==> config.mk <==
export PLATFORM = sky130hd
export DESIGN_NAME = shift_load_ctrl
export DESIGN_NICKNAME = d
export VERILOG_FILES = /design/src/rtl/shift_load_ctrl.sv
export SDC_FILE = /design/constraint.sdc
export NUM_CORES = 1
export LEC_CHECK = 0
export BUFFER_PORTS_ARGS = -buffer_cell sky130_fd_sc_hd__clkbuf_2
export CAP_MARGIN = 40
export CORE_MARGIN = 3
export CORE_UTILIZATION = 41
export CTS_CLUSTER_DIAMETER = 200
export DETAILED_ROUTE_END_ITERATION = 10
export PLACE_DENSITY = 0.68
export SYNTH_ARGS = -nofsm -noshare
export SYNTH_HDL_FRONTEND = slang
export SYNTH_SLANG_ARGS = --single-unit
==> constraint.sdc <==
create_clock -name clk -period 3 [get_ports clk]
set_clock_uncertainty 0.1 [all_clocks]
set_input_delay 0.6 -clock clk [delete_from_list [all_inputs] [get_ports clk]]
set_output_delay 0.6 -clock clk [all_outputs]
set_load 0.005 [all_outputs]
==> src/rtl/shift_load_ctrl.sv <==
// Serial-bit to addressed-word load sequencer for an external 16-bit SIPO shift register.
// Optional odd-parity bit per word is enabled by defining SHIFT_LOAD_PARITY_EN.
module shift_load_ctrl #(
    parameter int WORD_W = 16,
    parameter int ADDR_W = 15
) (
    input  logic              clk,
    input  logic              resetb,
    input  logic              start_i,
    input  logic [ADDR_W-1:0] num_words_i,
    input  logic              bit_valid_i,
    input  logic              bit_i,
    output logic              bit_ready_o,
    output logic              sr_en_o,
    output logic              sr_in_o,
    input  logic [WORD_W-1:0] sr_word_i,
    output logic              wr_valid_o,
    input  logic              wr_ready_i,
    output logic [ADDR_W-1:0] wr_addr_o,
    output logic [WORD_W-1:0] wr_data_o,
    output logic              busy_o,
    output logic              done_o,
    output logic              err_o
);

    localparam int CNT_W = $clog2(WORD_W);
    localparam logic [CNT_W-1:0] LAST_BIT = CNT_W'(WORD_W - 1);

    typedef enum logic [2:0] {
        IDLE   = 3'd0,
        SHIFT  = 3'd1,
`ifdef SHIFT_LOAD_PARITY_EN
        PARITY = 3'd2,
`endif
        WRITE  = 3'd3,
        DONE   = 3'd4
    } state_t;

    state_t            state;
    state_t            state_nxt;
    logic [ADDR_W-1:0] num_words;
    logic [ADDR_W-1:0] addr;
    logic [CNT_W-1:0]  bit_cnt;
    logic              busy;
    logic              last_word;

`ifdef SHIFT_LOAD_PARITY_EN
    logic              par;
    logic              err;
`endif

    assign last_word = (addr == num_words - ADDR_W'(1));

    always_comb begin
        state_nxt   = state;
        bit_ready_o = 1'b0;
        sr_en_o     = 1'b0;
        sr_in_o     = 1'b0;
        wr_valid_o  = 1'b0;
        done_o      = 1'b0;
        case (state)
            IDLE: begin
                if (start_i) begin
                    state_nxt = (num_words_i == '0) ? DONE : SHIFT;
                end
            end
            SHIFT: begin
                bit_ready_o = 1'b1;
                if (bit_valid_i) begin
                    sr_en_o = 1'b1;
                    sr_in_o = bit_i;
                    if (bit_cnt == LAST_BIT) begin
`ifdef SHIFT_LOAD_PARITY_EN
                        state_nxt = PARITY;
`else
                        state_nxt = WRITE;
`endif
                    end
                end
            end
`ifdef SHIFT_LOAD_PARITY_EN
            // Parity bit is consumed here without clocking the shift register.
            PARITY: begin
                bit_ready_o = 1'b1;
                if (bit_valid_i) begin
                    state_nxt = WRITE;
                end
            end
`endif
            WRITE: begin
                wr_valid_o = 1'b1;
                if (wr_ready_i) begin
                    state_nxt = last_word ? DONE : SHIFT;
                end
            end
            DONE: begin
                done_o    = 1'b1;
                state_nxt = IDLE;
            end
            default: state_nxt = IDLE;
        endcase
    end

    always_ff @(posedge clk or negedge resetb) begin
        if (!resetb) begin
            state     <= IDLE;
            busy      <= 1'b0;
            num_words <= '0;
            addr      <= '0;
            bit_cnt   <= '0;
        end else begin
            state <= state_nxt;
            busy  <= (state_nxt != IDLE);
            if (state == IDLE && start_i) begin
                num_words <= num_words_i;
                addr      <= '0;
                bit_cnt   <= '0;
            end
            // Counter wraps to 0 naturally after the last bit of a word.
            if (state == SHIFT && bit_valid_i) begin
                bit_cnt <= bit_cnt + CNT_W'(1);
            end
            if (state == WRITE && wr_ready_i && !last_word) begin
                addr <= addr + ADDR_W'(1);
            end
        end
    end

`ifdef SHIFT_LOAD_PARITY_EN
    // Odd parity: XOR over data bits plus parity bit must be 1; error is sticky per session.
    always_ff @(posedge clk or negedge resetb) begin
        if (!resetb) begin
            par <= 1'b0;
            err <= 1'b0;
        end else begin
            if (state == IDLE && start_i) begin
                par <= 1'b0;
                err <= 1'b0;
            end
            if (state == SHIFT && bit_valid_i) begin
                par <= par ^ bit_i;
            end
            if (state == PARITY && bit_valid_i) begin
                par <= 1'b0;
                if (!(par ^ bit_i)) begin
                    err <= 1'b1;
                end
            end
        end
    end
    assign err_o = err;
`else
    assign err_o = 1'b0;
`endif

    assign busy_o    = busy;
    assign wr_addr_o = addr;
    assign wr_data_o = sr_word_i;

endmodule
==> results by group, run 1 <==
Run status
  – Status: complete, but fails checks
  – Failing checks: setup timing

Placed design
  – Pre-CTS setup slack: -0.1101 ns
  – Placer Congestion: 0.8713
  – Count of port buffers added during placement: 41
  – Post-DP HPWL: 4610 um

Clocking
  – Worst-Skew Late Latency: 0.29 ns
  – Cts bufs inserted: 5
  – CTS sink cnt: 38
  – # hold bufs at CTS: 0
  – Number of H-tree levels: 2
  – Root Driver: clkbuf_8
  – Max clock buf depth: 2
  – CTS tree: built
  – CTS clk-pin slew, worst paths: 0.08 ns

Floorplan
  – Row cnt: 28
  – Die ar.: 0.007172 mm2
  – I/O pins: 75
  – Starting Density: 0.4263
  – Core area: 0.005956 mm2
  – Die X: 84.69 um
  – Die height: 84.69 um

Pwr
  – Clock power frac: 0.300
  – Pwr Density: 376.0 mW/mm2
  – Switching Fraction: 0.2825
  – Flop pwr share: 0.500
  – Pint: 0.8452 mW
  – Combinational cell fraction of total power: 0.200
  – Static leakage: 1.468 nW
  – Sw Pwr: 0.3329 mW
  – Peak supply drop: 0.0002723 V

Setup path
  – Reg2Reg Setup Slack: -0.12 ns
  – Crit Path Class: reg2reg
  – CP required: 3.12 ns
  – CP arrival: 3.24 ns
  – Critical Path, Cell by Cell: or4_4 > buf_4 > o31ai_1 > a221oi_2 > or4b_4 > o21ba_4 > buf_6 > mux2_4 > o21ai_1
  – Startpoint types: flop
  – CP delay by family, top: simple AND/OR/NAND/NOR gates
  – Worst Setup SP: num_words[1]$_DFFE_PN0P_
  – Crit path buffers/inverters: 2
  – Slowest stage delay, CP: 0.58 ns
  – Reg2Reg Capture Point: wr_addr_o[10]$_DFFE_PN0P_
  – Crit path depth: 9
  – Critical path's slowest cell: or4_4
  – R2R cell count: 9
  – Crit Path Max Fanout: 6
  – RR Startpoint: num_words[1]$_DFFE_PN0P_
  – Crit. End Element: flop

Layout
  – Ratio of cells with drive above 1 in the final layout: 0.3218
  – Fill cells: 612
  – Area delta synth->final: 23.41%
  – Most frequent cells in the layout: 62 x nand2_1, 41 x clkbuf_2, 36 x dfrtp_1, 35 x buf_4, 15 x xnor2_1
  – Leading cell type in the layout, fill and taps excluded: nand2_1
  – Final nets: 389
  – Antenna diode count: 0

Global route
  – First-pass GRT wire length: 10670 um
  – Total grt overflow: 0
  – Gr usage total: 0.1819
  – Pin count of the biggest net entering global routing: 24
  – Met1 GRT Util: 0.2497
  – Met2 Use GR: 0.2883
  – Initial antenna violation count: 0
  – Vias in the first global route: 2236
  – Busiest grt layer: met2
  – Met3 Usage GRT: 0.04416

Logic synthesis
  – Flops & latches, synth: 38
  – Sequential fraction of the synthesis area: 0.3746
  – Netlist Area Pre-Place: 0.002539 mm2
  – Synthesized area per cell: 8.784 um2
  – Post-synth EDFFs: 0
  – Cells after synthesis: 289
  – Synth area leaders: dfrtp_1 37%, nand2_1 9.2%, xnor2_1 5.2%
  – Syn_nets: 329
  – Synth area leader: dfrtp_1
  – Top FF cell, synth: dfrtp_1
  – Distinct cells, synth: 57
  – Ys Warns: 0
  – Post-synth ARST share: 1.000
  – Synth top area share: 0.3746

Detailed routing
  – Via count: 2281
  – Initial DRC count: 116
  – Final wirelength: 6314 um
  – Drt wl/cell: 14.93 um
  – DRC: 0
  – Routed vias/inst: 5.392
  – DRT antenna net count: 0
  – First-pass iteration count of the detailed router: 4

STA
  – Final setup viols: 13
  – Final Cycle Share: 1.038
  – Max-slew violation count: 0
  – RSZ-0062 raised after global routing: true
  – Endpoints failing hold: 0
  – Final setup margin: -0.1154 ns
  – Max Fclk: 0.3210 GHz
  – Fin Setup TNS: -0.7415 ns
  – Worst-margin pin slew: 0.6025 ns
  – Post-route minimum period: 3.115 ns
  – Max-slew headroom: 0.5983
  – Hold_ws: 0.1979 ns

Run
  – MaxCap Viol Count: 0

Worst hold path
  – HP Class: in2async
-- synth_stat cells, types with 2 or more instances --
master and n:
a21oi_1 5, buf_6 3, a221o_1 2, o21ai_0 14, a211oi_1 2, a22o_1 4, o41ai_1 2, and3b_1 2
or4b_2 2, nand4b_1 2, buf_4 17, inv_1 9, o21ai_1 3, nand4_1 7, nor3_1 7, and3_1 7
nor2_1 11, dfrtp_1 38, a31oi_1 2, xor2_1 4, nor4_1 4, or4_1 2, xnor2_1 15, nor3b_1 2
nand2b_1 2, nor2b_1 6, clkbuf_1 5, ha_1 3, mux2i_1 8, nand2_1 62, a21boi_0 2, nand3_1 9
or4b_1 2
-- flip-flops by register name, indices dropped and copies added, names as in the netlist --
name	count
busy_o	1
bit_cnt	4
state	3
num_words	15
wr_addr_o	15
-- final cells by class --
type                            instances  area, um2  share of cell area
Multi-Input combinational cell        217       1479              0.4720
Timing Repair Buffer                   78      490.5              0.1565
Inverter                                9      33.78             0.01078
Clock buffer                            6      82.58             0.02636
Sequential cell                        38      953.4              0.3043
Tap cell                               75      93.84             0.02995
-- routing by layer --
metal | wire length [um] | vias to the layer above | share of wire
met5 | 0 | - | 0
met4 | 73 | 0 | 0.012
met3 | 288 | 11 | 0.046
met2 | 3094 | 38 | 0.49
met1 | 2858 | 1108 | 0.45
li1 | - | 1124 | -
-- stage by stage --
step | std cells | utilization | power [mW] | area, um2
floorplan | 289 | - | 0.7363 | 2565
global placement | 410 | 0.4895 | 0.8170 | 2915
detailed placement | 410 | 0.4895 | 0.8233 | 2915
CTS | 420 | 0.5168 | 1.181 | 3078
global route | 423 | 0.5261 | 1.244 | 3133
finish | 423 | 0.5261 | 1.178 | 3133
-- how the worst max path moves through the flow --
stage	end
2_1_floorplan	wr_addr_o[2]$_DFFE_PN0P_
3_3_place_gp	wr_addr_o[6]$_DFFE_PN0P_
3_5_place_dp	wr_addr_o[6]$_DFFE_PN0P_
4_1_cts	wr_addr_o[10]$_DFFE_PN0P_
5_1_grt	wr_addr_o[10]$_DFFE_PN0P_
6_report	wr_addr_o[10]$_DFFE_PN0P_
-- timing repair --
item / in CTS / in global routing
resized for setup: 15 / 6
pin swaps: 5 / 1
setup endpoints to repair: 13 / 14
setup buffers: 4 / 3
-- cell families (layout without fill, tap and decap cells) --
kind of cell	after synthesis	in the layout	share of synthesized area
buf+inv	34	93	0.08428
xor+xnor	19	19	0.06555
simple gates	136	136	0.2814
mux	11	11	0.04633
compound gates	47	47	0.1316
flops	38	38	0.3746
other cells	1	1	0.001477
fa+ha+maj	3	3	0.01479
-- power by group through the flow --
stage,sequential [mW],combinational (mW),clock [mW]
finish,0.589,0.236,0.353
global route,0.595,0.266,0.383
CTS,0.588,0.231,0.361
detailed placement,0.598,0.226,0
global placement,0.597,0.220,0
floorplan,0.601,0.136,0
(Power assumes the default switching activity.)
==> run 2, diff against run 1 <==
Settings changed: BUFFER_PORTS_ARGS -buffer_cell sky130_fd_sc_hd__clkbuf_2 to -buffer_cell sky130_fd_sc_hd__buf_2.
==> run 2 against run 1 <==
Net effect:
- the run still ends with setup timing left
- combinational power grew 2%
- register-to-register slack improved by 0.02 ns
- sequential cell count stayed put
- critical path type unchanged
- final cell count rose by 0.47%
- core utilization rose by 0.80 points
- worst setup slack better by 0.023 ns
- largest power group unchanged
- die area unchanged
- non-clock buffer count up 2
- total power is 0.53% higher
- sequential power is essentially flat
==> results by group, run 2 (same netlist as run 1, synthesis figures left out) <==
Layout
  – Fin cells: 425 (was 423)
  – Leading cell type in the layout, fill and taps excluded: nand2_1 (unchanged)
  – Area delta synth->final: 25.28% (was 23.41%)
  – Antenna diode count: 0 (unchanged)
  – Final nets: 391 (was 389)
  – Ratio of cells with drive above 1 in the final layout: 0.3314 (was 0.3218)
  – Final Util: 0.5340 (was 0.5261)
  – Most frequent cells in the layout: 62 x nand2_1, 41 x buf_2, 35 x dfrtp_1, 34 x buf_4, 15 x xnor2_1 (was 62 x nand2_1, 41 x clkbuf_2, 36 x dfrtp_1, 35 x buf_4, 15 x xnor2_1)
  – Finished Cell Area: 0.003181 mm2 (was 0.003133 mm2)

STA
  – RSZ-0062 raised after global routing: true (unchanged)
  – Final setup viols: 11 (was 13)
  – Post-route minimum period: 3.093 ns (was 3.115 ns)
  – Max-slew violation count: 0 (unchanged)
  – Max Fclk: 0.3233 GHz (was 0.3210 GHz)
  – Final Cycle Share: 1.031 (was 1.038)
  – Final setup margin: -0.09288 ns (was -0.1154 ns)
  – Endpoints failing hold: 0 (unchanged)

Detailed routing
  – DRT antenna net count: 0 (unchanged)
  – Routed vias/inst: 5.482 (was 5.392)
  – DRC: 0 (unchanged)
  – Drt wl/cell: 15.03 um (was 14.93 um)
  – Initial DRC count: 160 (was 116)
  – First-pass iteration count of the detailed router: 4 (unchanged)
  – Final wirelength: 6386 um (was 6314 um)
  – Via count: 2330 (was 2281)

Floorplan
  – Row cnt: 28 (unchanged)
  – Die ar.: 0.007172 mm2 (unchanged)
  – Die height: 84.69 um (unchanged)
  – I/O pins: 75 (unchanged)
  – Die X: 84.69 um (unchanged)
  – Starting Density: 0.4263 (unchanged)
  – Core area: 0.005956 mm2 (unchanged)

Setup path
  – Critical Path, Cell by Cell: inv_2 > ha_4 > nor3b_4 > or4b_4 > o31ai_4 > a221oi_2 > or4b_4 > o21ba_4 > buf_4 > buf_4 > a22o_1 (was or4_4 > buf_4 > o31ai_1 > a221oi_2 > or4b_4 > o21ba_4 > buf_6 > mux2_4 > o21ai_1)
  – Crit path buffers/inverters: 3 (was 2)
  – Startpoint types: flop (unchanged)
  – Crit Path Class: reg2reg (unchanged)
  – Crit Path Max Fanout: 7 (was 6)
  – CP delay by family, top: simple AND/OR/NAND/NOR gates (unchanged)
  – Crit. End Element: flop (unchanged)
  – CP arrival: 3.18 ns (was 3.24 ns)
  – Slowest stage delay, CP: 0.52 ns (was 0.58 ns)
  – Critical path's slowest cell: or4b_4 (was or4_4)
  – CP required: 3.09 ns (was 3.12 ns)

Pwr
  – Tot Pwr: 1.184 mW (was 1.178 mW)
  – Peak supply drop: 0.0002583 V (was 0.0002723 V)
  – Static leakage: 1.498 nW (was 1.468 nW)
  – Pwr Density: 372.4 mW/mm2 (was 376.0 mW/mm2)

Clocking
  – CTS sink cnt: 38 (unchanged)
  – Root Driver: clkbuf_8 (unchanged)
  – Cts bufs inserted: 5 (unchanged)
  – Worst-Skew Late Latency: 0.30 ns (was 0.29 ns)
  – Number of H-tree levels: 2 (unchanged)
  – CTS clk-pin slew, worst paths: 0.07 ns (was 0.08 ns)
  – Max clock buf depth: 2 (unchanged)
  – CTS tree: built (unchanged)

Run
  – MaxCap Viol Count: 0 (unchanged)

Placed design
  – Post-DP HPWL: 4684 um (was 4610 um)
  – Count of port buffers added during placement: 41 (unchanged)
  – Dpl cells: 411 (was 410)
  – Area after DPL: 0.002943 mm2 (was 0.002915 mm2)
  – Pre-CTS setup slack: -0.08740 ns (was -0.1101 ns)
  – Placer Congestion: 0.8678 (was 0.8713)

Global route
  – Vias in the first global route: 2284 (was 2236)
  – First-pass GRT wire length: 10570 um (was 10670 um)
  – Total grt overflow: 0 (unchanged)
  – Pin count of the biggest net entering global routing: 21 (was 24)
  – Initial antenna violation count: 0 (unchanged)
  – Gr usage total: 0.1821 (was 0.1819)

Run status
  – Failing checks: setup timing (unchanged)
  – Status: complete, but fails checks (unchanged)

Worst hold path
  – HP Class: in2async (unchanged)
## run 2: changes by cell type in the layout (fill, tap and decap cells not counted), sizes merged
cell    previous run  this run
clkbuf            47         6
buf               37        80
## run 2: cell type report
type,count,area [um2]
multi-input combinational,217,1474
tap,75,93.84
fill,569,2775
sequential,38,954.7
timing repair buffer,80,541.8
inverter,9,33.78
clock buffer,6,82.58
## run 2: worst paths after layout
path | slack (ns) | from | depth (start not counted) | to
min in group clk | 0.39 | bit_cnt[3]$_DFFE_PN0P_ | 1 | bit_cnt[3]$_DFFE_PN0P_
max reg2reg | -0.09 | num_words[1]$_DFFE_PN0P_ | 11 | wr_addr_o[2]$_DFFE_PN0P_
min | 0.15 | resetb | 1 | wr_addr_o[2]$_DFFE_PN0P_
max | -0.09 | num_words[1]$_DFFE_PN0P_ | 11 | wr_addr_o[2]$_DFFE_PN0P_
min reg2reg | 0.39 | bit_cnt[3]$_DFFE_PN0P_ | 1 | bit_cnt[3]$_DFFE_PN0P_
max in group asynchronous | 2.17 | resetb | 2 | num_words[14]$_DFFE_PN0P_
## run 2: metal layers
layer | track usage | share of wire | routed length (um) | up-vias
li1 | - | - | - | 1136
met1 | 0.2276 | 0.44 | 2815 | 1135
met2 | 0.3060 | 0.49 | 3145 | 43
met3 | 0.04220 | 0.048 | 308 | 16
met4 | 0.06763 | 0.018 | 117 | 0
met5 | 0 | 0 | 0 | -
## run 2: metrics by stage
step           hold slack, ns  TNS (ns)
5_1_grt                0.1822    -1.802
6_report               0.1531   -0.6628
3_5_place_dp           0.3766   -0.5654
4_1_cts                0.1565   -0.6849
3_3_place_gp           0.3820   -0.1439
2_1_floorplan          0.2044         0
## run 2: report_power, final
| part | switching [mW] | leakage, nW | internal, mW |
|---|---|---|---|
| clock network | 0.179 | 0.0431 | 0.177 |
| registers | 0.0385 | 0.485 | 0.550 |
| logic | 0.118 | 0.970 | 0.122 |
## run 2: repair_timing
| item | in CTS | in global routing |
|---|---|---|
| pin swaps | 4 | 4 |
| hold buffers | 0 | 0 |
| resized for setup | 12 | 11 |
| endpoints found under the setup margin | 14 | 16 |
| setup buffers | 8 | 0 |
==> run 3, diff against run 2 <==
Settings changed: CORE_ASPECT_RATIO set to 0.5, CORE_UTILIZATION 41 to 47, PLACE_DENSITY 0.68 to 0.77.
==> run 3 against run 2 <==
Net effect:
- non-clock buffer count down 7
- global-route usage up 4.1 points
- largest cell class unchanged
- clock power up 17%
- the run still ends with setup timing left
- highest routed layer unchanged
==> results by group, run 3 (same netlist as run 1, synthesis figures left out) <==
Placed design
  – Placer Congestion: 0.8988 (was 0.8678)
  – Count of port buffers added during placement: 41 (unchanged)
  – Area after DPL: 0.002912 mm2 (was 0.002943 mm2)
  – Post-DP HPWL: 4627 um (was 4684 um)

STA
  – Max Fclk: 0.3247 GHz (was 0.3233 GHz)
  – Fin Setup TNS: -0.5317 ns (was -0.6628 ns)
  – Worst-margin pin slew: 0.5242 ns
  – Post-route minimum period: 3.080 ns (was 3.093 ns)
  – RSZ-0062 raised after global routing: true (unchanged)
  – Max-slew violation count: 0 (unchanged)
  – Max-slew headroom: 0.6478
  – Hold_ws: 0.3883 ns (was 0.1531 ns)
  – Final setup margin: -0.07981 ns (was -0.09288 ns)
  – Endpoints failing hold: 0 (unchanged)
  – Final setup viols: 13 (was 11)
  – Final Cycle Share: 1.027 (was 1.031)

Clocking
  – Max clock buf depth: 2 (unchanged)
  – Worst-Skew Late Latency: 0.30 ns (about the same)
  – Cts bufs inserted: 5 (unchanged)
  – CTS tree: built (unchanged)
  – CTS clk-pin slew, worst paths: 0.08 ns (was 0.07 ns)
  – CTS sink cnt: 38 (unchanged)
  – Root Driver: clkbuf_8 (unchanged)
  – Number of H-tree levels: 2 (unchanged)

Global route
  – Vias in the first global route: 2237 (was 2284)
  – Gr usage total: 0.2232 (was 0.1821)
  – First-pass GRT wire length: 10970 um (was 10570 um)
  – Total grt overflow: 0 (unchanged)
  – Initial antenna violation count: 0 (unchanged)
  – Pin count of the biggest net entering global routing: 38 (was 21)

Layout
  – Fill cells: 436 (was 569)
  – Finished Cell Area: 0.003156 mm2 (was 0.003181 mm2)
  – Antenna diode count: 0 (unchanged)
  – Area delta synth->final: 24.30% (was 25.28%)
  – Most frequent cells in the layout: 61 x nand2_1, 41 x buf_2, 35 x dfrtp_1, 27 x buf_4, 14 x xnor2_1 (was 62 x nand2_1, 41 x buf_2, 35 x dfrtp_1, 34 x buf_4, 15 x xnor2_1)
  – Leading cell type in the layout, fill and taps excluded: nand2_1 (unchanged)
  – Final Util: 0.6227 (was 0.5340)
  – Area occupied by multi-input gates: 0.001489 mm2 (was 0.001474 mm2)
  – Ratio of cells with drive above 1 in the final layout: 0.3208 (was 0.3314)
  – Sequential Area: 954.7 um2 (unchanged)
  – Final nets: 385 (was 391)

Floorplan
  – Core area: 0.005067 mm2 (was 0.005956 mm2)
  – Row cnt: 18 (was 28)
  – I/O pins: 75 (unchanged)
  – Die ar.: 0.006373 mm2 (was 0.007172 mm2)
  – Die X: 109.9 um (was 84.69 um)
  – Die height: 57.97 um (was 84.69 um)
  – Starting Density: 0.5010 (was 0.4263)

Pwr
  – Pint: 0.9017 mW (was 0.8491 mW)
  – Peak supply drop: 0.0002870 V (was 0.0002583 V)
  – Pwr Density: 394.0 mW/mm2 (was 372.4 mW/mm2)
  – Tot Pwr: 1.243 mW (was 1.184 mW)
  – Combinational cell fraction of total power: 0.190 (was 0.203)
  – Sw Pwr: 0.3415 mW (was 0.3352 mW)
  – Static leakage: 1.479 nW (was 1.498 nW)
  – Flop pwr share: 0.475 (was 0.497)
  – Clock power frac: 0.335 (was 0.301)
  – Switching Fraction: 0.2747 (was 0.2830)

Setup path
  – Crit Path Max Fanout: 7 (unchanged)
  – Crit Path Class: reg2reg (unchanged)
  – Reg2Reg Setup Slack: -0.08 ns (was -0.09 ns)
  – CP required: 3.09 ns (about the same)
  – Crit. End Element: flop (unchanged)
  – Startpoint types: flop (unchanged)
  – CP arrival: 3.17 ns (was 3.18 ns)

Run status
  – Failing checks: setup timing (unchanged)
  – Status: complete, but fails checks (unchanged)

Detailed routing
  – Initial DRC count: 136 (was 160)
  – Drt wl/cell: 15.52 um (was 15.03 um)
  – Final wirelength: 6458 um (was 6386 um)
  – DRT antenna net count: 0 (unchanged)
  – First-pass iteration count of the detailed router: 4 (unchanged)
  – Routed vias/inst: 5.594 (was 5.482)
  – Via count: 2327 (was 2330)
  – DRC: 0 (unchanged)

Worst hold path
  – HP Class: reg2reg (was in2async)

Run
  – MaxCap Viol Count: 0 (unchanged)
run 3: changes by cell type in the layout (fill, tap and decap cells not counted), sizes merged:
| cell | previous run | this run |
|---|---|---|
| clkbuf | 6 | 8 |
| buf | 80 | 72 |
| o21ba | 1 | 2 |
| dlygate4sd3 | 0 | 1 |
run 3: metal layers:
layer  global-route usage  vias to the layer above  routed length [um]
met4              0.08348                        0                 138
met3              0.05117                       24                 432
met2               0.3509                       73                2988
li1                     -                     1120                   -
met5                    0                        -                   0
met1               0.3030                     1110                2898
run 3: power groups by stage:
stage	Sequential (mW)	Combinational, mW	Clock [mW]
after floorplan	0.601	0.136	0
after global placement	0.597	0.212	0
after detailed placement	0.599	0.223	0
after CTS	0.591	0.228	0.423
after global routing	0.598	0.268	0.449
final	0.591	0.236	0.416
run 3: layout make-up:
cell class | instances | share of cell area
well taps | 70 | 0.02776
flip-flops and latches | 38 | 0.3025
clock buffers | 8 | 0.03489
multi-input cells | 218 | 0.4718
inverters | 9 | 0.01071
repair buffers | 73 | 0.1523
run 3: per-stage QoR:
| step | instances | worst slack [ns] |
|---|---|---|
| 3_3_place_gp | 401 | -0.04609 |
| 4_1_cts | 415 | -0.09598 |
| 5_1_grt | 416 | -0.1917 |
| 6_report | 416 | -0.07981 |
| 2_1_floorplan | 289 | 0.001147 |
| 3_5_place_dp | 402 | -0.1381 |
run 3: worst max-delay path: stages, from the launching register on:
cell and delay, ns:
dfrtp_2 0.45, or4_4 0.57, nor3_1 0.18, a211oi_1 0.14, a2111oi_4 0.30, or4b_4 0.51
buf_4 0.15, o21ba_4 0.22, buf_4 0.14, a22o_1 0.20
run 3: what timing repair did:
item	4_1_cts	5_1_grt
endpoints found under the hold margin	1	0
endpoints found under the setup margin	16	16
setup buffers	3	1
hold buffers	1	0
pin swaps	8	9
cloned	1	0
gates resized for setup	10	12
run 3: final timing paths:
path / startpoint / depth (start not counted) / end
max in group asynchronous: resetb / 3 / wr_addr_o[0]$_DFFE_PN0P_
setup / recovery: num_words[1]$_DFFE_PN0P_ / 9 / wr_addr_o[8]$_DFFE_PN0P_
min in group asynchronous: resetb / 2 / num_words[3]$_DFFE_PN0P_
hold reg to reg: bit_cnt[3]$_DFFE_PN0P_ / 1 / bit_cnt[3]$_DFFE_PN0P_
setup reg to reg: num_words[1]$_DFFE_PN0P_ / 9 / wr_addr_o[8]$_DFFE_PN0P_
hold / removal: bit_cnt[3]$_DFFE_PN0P_ / 1 / bit_cnt[3]$_DFFE_PN0P_
